<file path="src/rtl/p405s_mmu_real_attr_sel.sv">
// Real-mode storage-attribute selector: registers one group of each attribute
// SPR from the early EA bits, then picks the region bit with the late EA bits.
//
// Ports:
//   CB, reset_N     clock, async active-low reset
//   realEn, reqVal  capture enable (both high) for eaEarly
//   eaEarly         group index, captured on the rising edge
//   eaLate_N        active-low bit-within-group select (combinational)
//   hold, flush     stall (freeze all state) / discard captured group
//   sprIn, sprUpd   packed attribute SPRs, per-SPR rewrite strobe
//   attrReal_N      active-low selected attribute per SPR
//   sliceVal        captured group valid
module p405s_mmu_real_attr_sel #(
    parameter int NUM_ATTR   = 2,
    parameter int REGIONS    = 32,
    parameter int EARLY_BITS = 2,
    localparam int LATE_BITS = $clog2(REGIONS) - EARLY_BITS,
    localparam int GRP       = 1 << LATE_BITS
) (
    input  logic                        CB,
    input  logic                        reset_N,
    input  logic                        realEn,
    input  logic                        reqVal,
    input  logic [EARLY_BITS-1:0]       eaEarly,
    input  logic [LATE_BITS-1:0]        eaLate_N,
    input  logic                        hold,
    input  logic                        flush,
    input  logic [NUM_ATTR*REGIONS-1:0] sprIn,
    input  logic [NUM_ATTR-1:0]         sprUpd,
    output logic [NUM_ATTR-1:0]         attrReal_N,
    output logic                        sliceVal
);

    localparam int NGRP = 1 << EARLY_BITS;

    typedef logic [GRP-1:0] grp_t;

    logic [EARLY_BITS-1:0] idx;
    grp_t                  slice  [NUM_ATTR];
    grp_t                  capGrp [NUM_ATTR];
    grp_t                  refGrp [NUM_ATTR];
    logic [LATE_BITS-1:0]  lateSel;
    logic                  capture;

    assign capture = reqVal & realEn;
    assign lateSel = ~eaLate_N;

    // AND-OR group muxes: capGrp follows the incoming EA (so a same-cycle
    // SPR write is sampled directly), refGrp follows the stored index.
    always_comb begin
        for (int s = 0; s < NUM_ATTR; s++) begin
            capGrp[s] = '0;
            refGrp[s] = '0;
            for (int g = 0; g < NGRP; g++) begin
                capGrp[s] = capGrp[s]
                    | (sprIn[s*REGIONS + g*GRP +: GRP]
                       & {GRP{eaEarly == EARLY_BITS'(g)}});
                refGrp[s] = refGrp[s]
                    | (sprIn[s*REGIONS + g*GRP +: GRP]
                       & {GRP{idx == EARLY_BITS'(g)}});
            end
        end
    end

    // Priority: flush > hold > capture > per-SPR refresh.
    // A refresh arriving under hold is dropped.
    always_ff @(posedge CB or negedge reset_N) begin
        if (!reset_N) begin
            idx      <= '0;
            slice    <= '{default: '0};
            sliceVal <= 1'b0;
        end else if (flush) begin
            sliceVal <= 1'b0;
        end else if (hold) begin
            sliceVal <= sliceVal;
        end else if (capture) begin
            idx      <= eaEarly;
            slice    <= capGrp;
            sliceVal <= 1'b1;
        end else begin
            for (int s = 0; s < NUM_ATTR; s++) begin
                if (sprUpd[s]) begin
                    slice[s] <= refGrp[s];
                end
            end
        end
    end

    always_comb begin
        for (int s = 0; s < NUM_ATTR; s++) begin
            attrReal_N[s] = sliceVal ? ~slice[s][lateSel] : 1'b1;
        end
    end

endmodule
</file>
<file path="config.mk">
export PLATFORM = sky130hd
export DESIGN_NAME = p405s_mmu_real_attr_sel
export DESIGN_NICKNAME = d
export VERILOG_FILES = /design/src/rtl/p405s_mmu_real_attr_sel.sv
export SDC_FILE = /design/constraint.sdc
export NUM_CORES = 1
export LEC_CHECK = 0
export CAP_MARGIN = 20
export CORE_MARGIN = 2
export CORE_UTILIZATION = 44
export DETAILED_ROUTE_END_ITERATION = 8
export PLACE_DENSITY = 0.89
export SLEW_MARGIN = 20
export SYNTH_ARGS = -nofsm -noshare
export SYNTH_HDL_FRONTEND = slang
export SYNTH_SLANG_ARGS = --single-unit
export TNS_END_PERCENT = 20
</file>
<file path="constraint.sdc">
create_clock -name CB -period 2 [get_ports CB]
set_input_delay 0.3 -clock CB [delete_from_list [all_inputs] [get_ports CB]]
set_output_delay 0.3 -clock CB [all_outputs]
set_load 0.02 [all_outputs]
</file>
Word level (Yosys, flattened, before mapping)

Cells that the tools add are included.

Flip-flop bits (word level): 19
Input bits: 77
Output and inout bits: 3

Order comparisons: 1
Equal/unequal tests: 7
Multiplexer cells: 12
Bitwise logic cells: 34
Reduce and logical (&&, ||, !) cells: 9

Operators with widths:

| cell               | number |
|---|---|
| $and 8x8->8        | 16 |
| $or 8x8->8         | 12 |
| $mux 16            | 1 |
| $mux 8             | 2 |
| $reduce_and 3->1   | 3 |
| $eq 2x2->1 const B | 4 |
| $mux 1             | 7 |
| $bmux 1 s3         | 2 |
| $reduce_bool 2->1  | 3 |
| $eq 2x1->1 const B | 2 |
| $logic_not 2->1    | 2 |
| $lt 3x4->1 const B | 1 |
| $not 1->1          | 4 |
| $not 3->3          | 1 |
| $ne 2x1->1 const B | 1 |
| $reduce_and 2->1   | 1 |
| $and 1x1->1        | 1 |

Depth between registers and ports, before layout

Depth in word-level cells: 7
Mapped depth: 5
Mapped depth without buffers: 3

Worst setup path before layout

OpenSTA, ideal clock, no wires.

Path type: register to register
Start: reg idx[1]
End: reg slice[12] in the netlist's numbering
Library setup time: 0.125 ns
Arrival: 1.675 ns
Data required time: 1.875 ns
Setup slack: 0.200 ns
Cell stages (with the launch flop): 6
Path buffers: 2
Cell sequence: dfrtp_1 clkbuf_1 buf_1 mux4_1 mux2_2 mux2_2

Word-level cells in the longest chain between the ends: 7
Elaborated cells on any way between the ends: 13
Those cells by class: eq/ne: 3; mux: 2; bitwise: 7; reduce/logical: 1

RTL lines:

| item                                                 | RTL line | text |
|---|---|---|
| from (decl)                                          | 38       | `logic [EARLY_BITS-1:0] idx;` |
| from (signal assigned)                               | 77       | `idx <= eaEarly;` |
| $eq 2x1->1 / $logic_not 2->1 (equally long branches) | 60       | `& {GRP{idx == EARLY_BITS'(g)}});` |
| $and 8x8->8                                          | 60       |  |
| $or 8x8->8 (2 in series)                             | 59       | `\| (sprIn[s*REGIONS + g*GRP +: GRP]` |
| $or 8x8->8 (*)                                       | 59       |  |
| $mux 8 (*)                                           | 82       | `if (sprUpd[s]) begin` |
| $mux 16 (*)                                          | 76       | `end else if (capture) begin` |
| to (signal assigned)                                 | 78       | `slice <= capGrp;` |
| to (signal, indexed assignment)                      | 83       | `slice[s] <= refGrp[s];` |
| to (decl)                                            | 39       | `grp_t slice [NUM_ATTR];` |

Mark *: on every way between the ends. The rest lies on a longest branch, timed or not. The select of a mux whose other input is x is not followed.
A chain may end at the register's enable or synchronous reset.

Final worst setup path

Start: reg slice[12] in the netlist's numbering
End: out attrReal_N[0]

Word-level cells in the longest chain between the ends: 4

RTL lines:

| item                         | RTL line | text |
|---|---|---|
| $bmux 1 s3                   | 91       | `attrReal_N[s] = sliceVal ? ~slice[s][lateSel] : 1'b1;` |
| $mux 1 (not written as such) | 91       |  |
| $not 1->1                    | 91       |  |
| $mux 1                       | 91       |  |
| to (decl)                    | 30       | `output logic [NUM_ATTR-1:0] attrReal_N,` |

No other way between the ends. The select of a mux whose other input is x is not followed.

==> run metrics <==
port buffer count 79; final worst setup slack between 0.05 and 0.06 ns; Non-Filler Instances 260; vias in the first global route 1786; DRC viols 0; Post-Syn Area around 2000 um2; outcome completed; DP Worst Slack -0.767 ns; sequential share of the synthesized area approximately a quarter; Critical Path AT approximately 1.6 ns; Final setup viols 0; Post-Place Cells about 260; core area 4350 um2; max cap viols 0; Ys Warns 0; max_slew headroom 41.8%; vias about 1600; Initial Utilization a little under half; Pint ~1.4 mW; area leader, netlist mux4_1; Reg power frac 32.1%; Setup TNS 0 ns; uppermost layer routed met4; f_max 0.515 GHz; #FFs+latches synth 19; Antenna Cells 0; Initial DRC Count 72; Synth top area share between 40% and 50%; root buffer cell clkbuf_8; first-pass GRT wire length just under 9 mm; P&R area growth vs syn 51.7%; met2 wire len about 3.0 mm; design area between 3000 and 4000 um2; # hold bufs at CTS 0; max incr delay on CP 0.49 ns; Clk pwr share 13.9%; Nets between 200 and 300; final slew viol count 0; final WL roughly 5.5 mm; Layout Utilization 69.3%; Worst path top cell family by delay multiplexers; layout cell share with drive strength beyond 1 about a third; Yosys cell types 16; worst hold slack between 0.5 and 0.6 ns; met3 wire length 363 um; Startpoint Class flop; Die Y ~71 um; WP buf/inv 1; total I/O pin count 80; crit share post-route a little over nine tenths; CTS Buf Count 3; Lkg Pwr between 1 and 1.5 nW; pwr dens 625 nW/um2; largest net degree at the start of global routing 20; Tmin final about 2 ns; IR drop worst, VDD between 0.0003 and 0.0004 V; RSZ-0062 raised after global routing false; Crit Path Category flop to primary output; Clock Sinks 19; Core Rows 24; sw frac 27.3%; Final Hold Violating Endpoints 0; aggregate global routing overflow 0; initial antenna violation count 0; Comb pwr share a little over half; critical path's slowest cell mux4_2; total power 1.89 mW; DP Wirelength around 4.2 mm; GRT Total Usage between 20% and 30%; Worst Hold Class primary input to async pin; commonest non-fill, non-tap cell in the layout clkdlybuf4s50_1; H-tree levels 1; Initial DRT Pass Iterations 4; die area just over 5000 um2; switching pwr ~0.5 mW; syn_area_per_cell between 15 and 20 um2; slew of the pin with the lowest slew margin 0.870 ns; setup bufs post-CTS 0; Clock Latency Late Sink approximately 0.25 ns; TritonCTS clock tree built; worst path required time roughly 1.7 ns; worst path cell trace mux4_2 > mux2_2 > nand2_1 > buf_2; CP Capture Type primary output; most frequent cells in the layout clkdlybuf4s50_1 (74), mux4_1 (32), mux2_2 (26); Synth area leaders mux4_1 (42%), dfrtp_1 (24%), mux2_2 (15%); Clock transition at path regs about 0.070 ns; die width ~71 um; Post-DRT Antenna Nets 0; routed length per instance 21.1 um; Post-Place Cell Area 2960 um2; Mapped Nets around 190; synthesized instance count 110; wl on met1 2.04 mm; clk_skew about 0.0046 ns; vias per inst around 6.2; Crit Path Max Fanout 2; Placer Congestion slightly above 0.9; CTS max path bufs 2
==> cell usage after synthesis, drive strengths merged <==
cell type,n
mux4,36
dfrtp,19
nand2,3
mux2,36
o21ba,1
buf,6
a21oi,2
nor2,1
nor3,3
clkbuf,3
==> per-layer routing <==
metal  GRT usage [%]  up-vias
met2            40.7       73
li1                -      706
met1            26.3      817
met4            6.92        0
met5               0        -
met3            4.50       10
==> state kept, by name, indices dropped and copies added, names as in the netlist <==
signal,cells
idx,2
sliceVal,1
slice,16
==> cell type report <==
type	instances	area (um2)
Clock buffer	3	41.3
Sequential cell	19	475
Timing Repair Buffer	103	1010
Tap cell	52	65.1
Fill cell	278	1340
Clock inverter	1	5.00
Multi-Input combinational cell	82	1430
==> path summary, 6_finish.rpt <==
path	cells past startpoint	start	end	slack (ns)
hold / removal	1	reset_N	slice[5]$_DFFE_PN0P_	0.54
max in group asynchronous	1	reset_N	slice[14]$_DFFE_PN0P_	0.93
min in group CB	1	slice[5]$_DFFE_PN0P_	slice[5]$_DFFE_PN0P_	0.54
setup reg to reg	4	idx[0]$_DFFE_PN0P_	slice[5]$_DFFE_PN0P_	0.17
hold reg to reg	1	slice[5]$_DFFE_PN0P_	slice[5]$_DFFE_PN0P_	0.54
setup / recovery	4	slice[12]$_DFFE_PN0P_	attrReal_N[0]	0.06
==> worst register-to-register path: cells and delay by family, from the launching register on <==
family   cells  cell delay [ns]
buf+inv      1             0.18
flops        1             0.38
mux          3             1.16
==> power by group through the flow <==
stage,clock network (mW),logic (mW),registers (mW)
finish,0.262,1.02,0.606
global placement,0,0.966,0.604
detailed placement,0,1.02,0.605
CTS,0.269,1.02,0.602
floorplan,0,0.594,0.564
global route,0.289,1.09,0.617
==> kinds of logic after synthesis <==
family | synth area share [%]
flip-flops | 23.9
multiplexers | 68.6
buffers and inverters | 4.46
AND/OR/NAND/NOR | 2.01
AO/OA/AOI/OAI | 1.01
==> what timing repair did <==
action | in CTS | in global routing
setup endpoints to repair | 2 | 5
pin swaps | 0 | 0
endpoints found under the hold margin | 0 | 0
gates cloned | 0 | 1
gates resized for setup | 12 | 1
(Power assumes the default switching activity.)
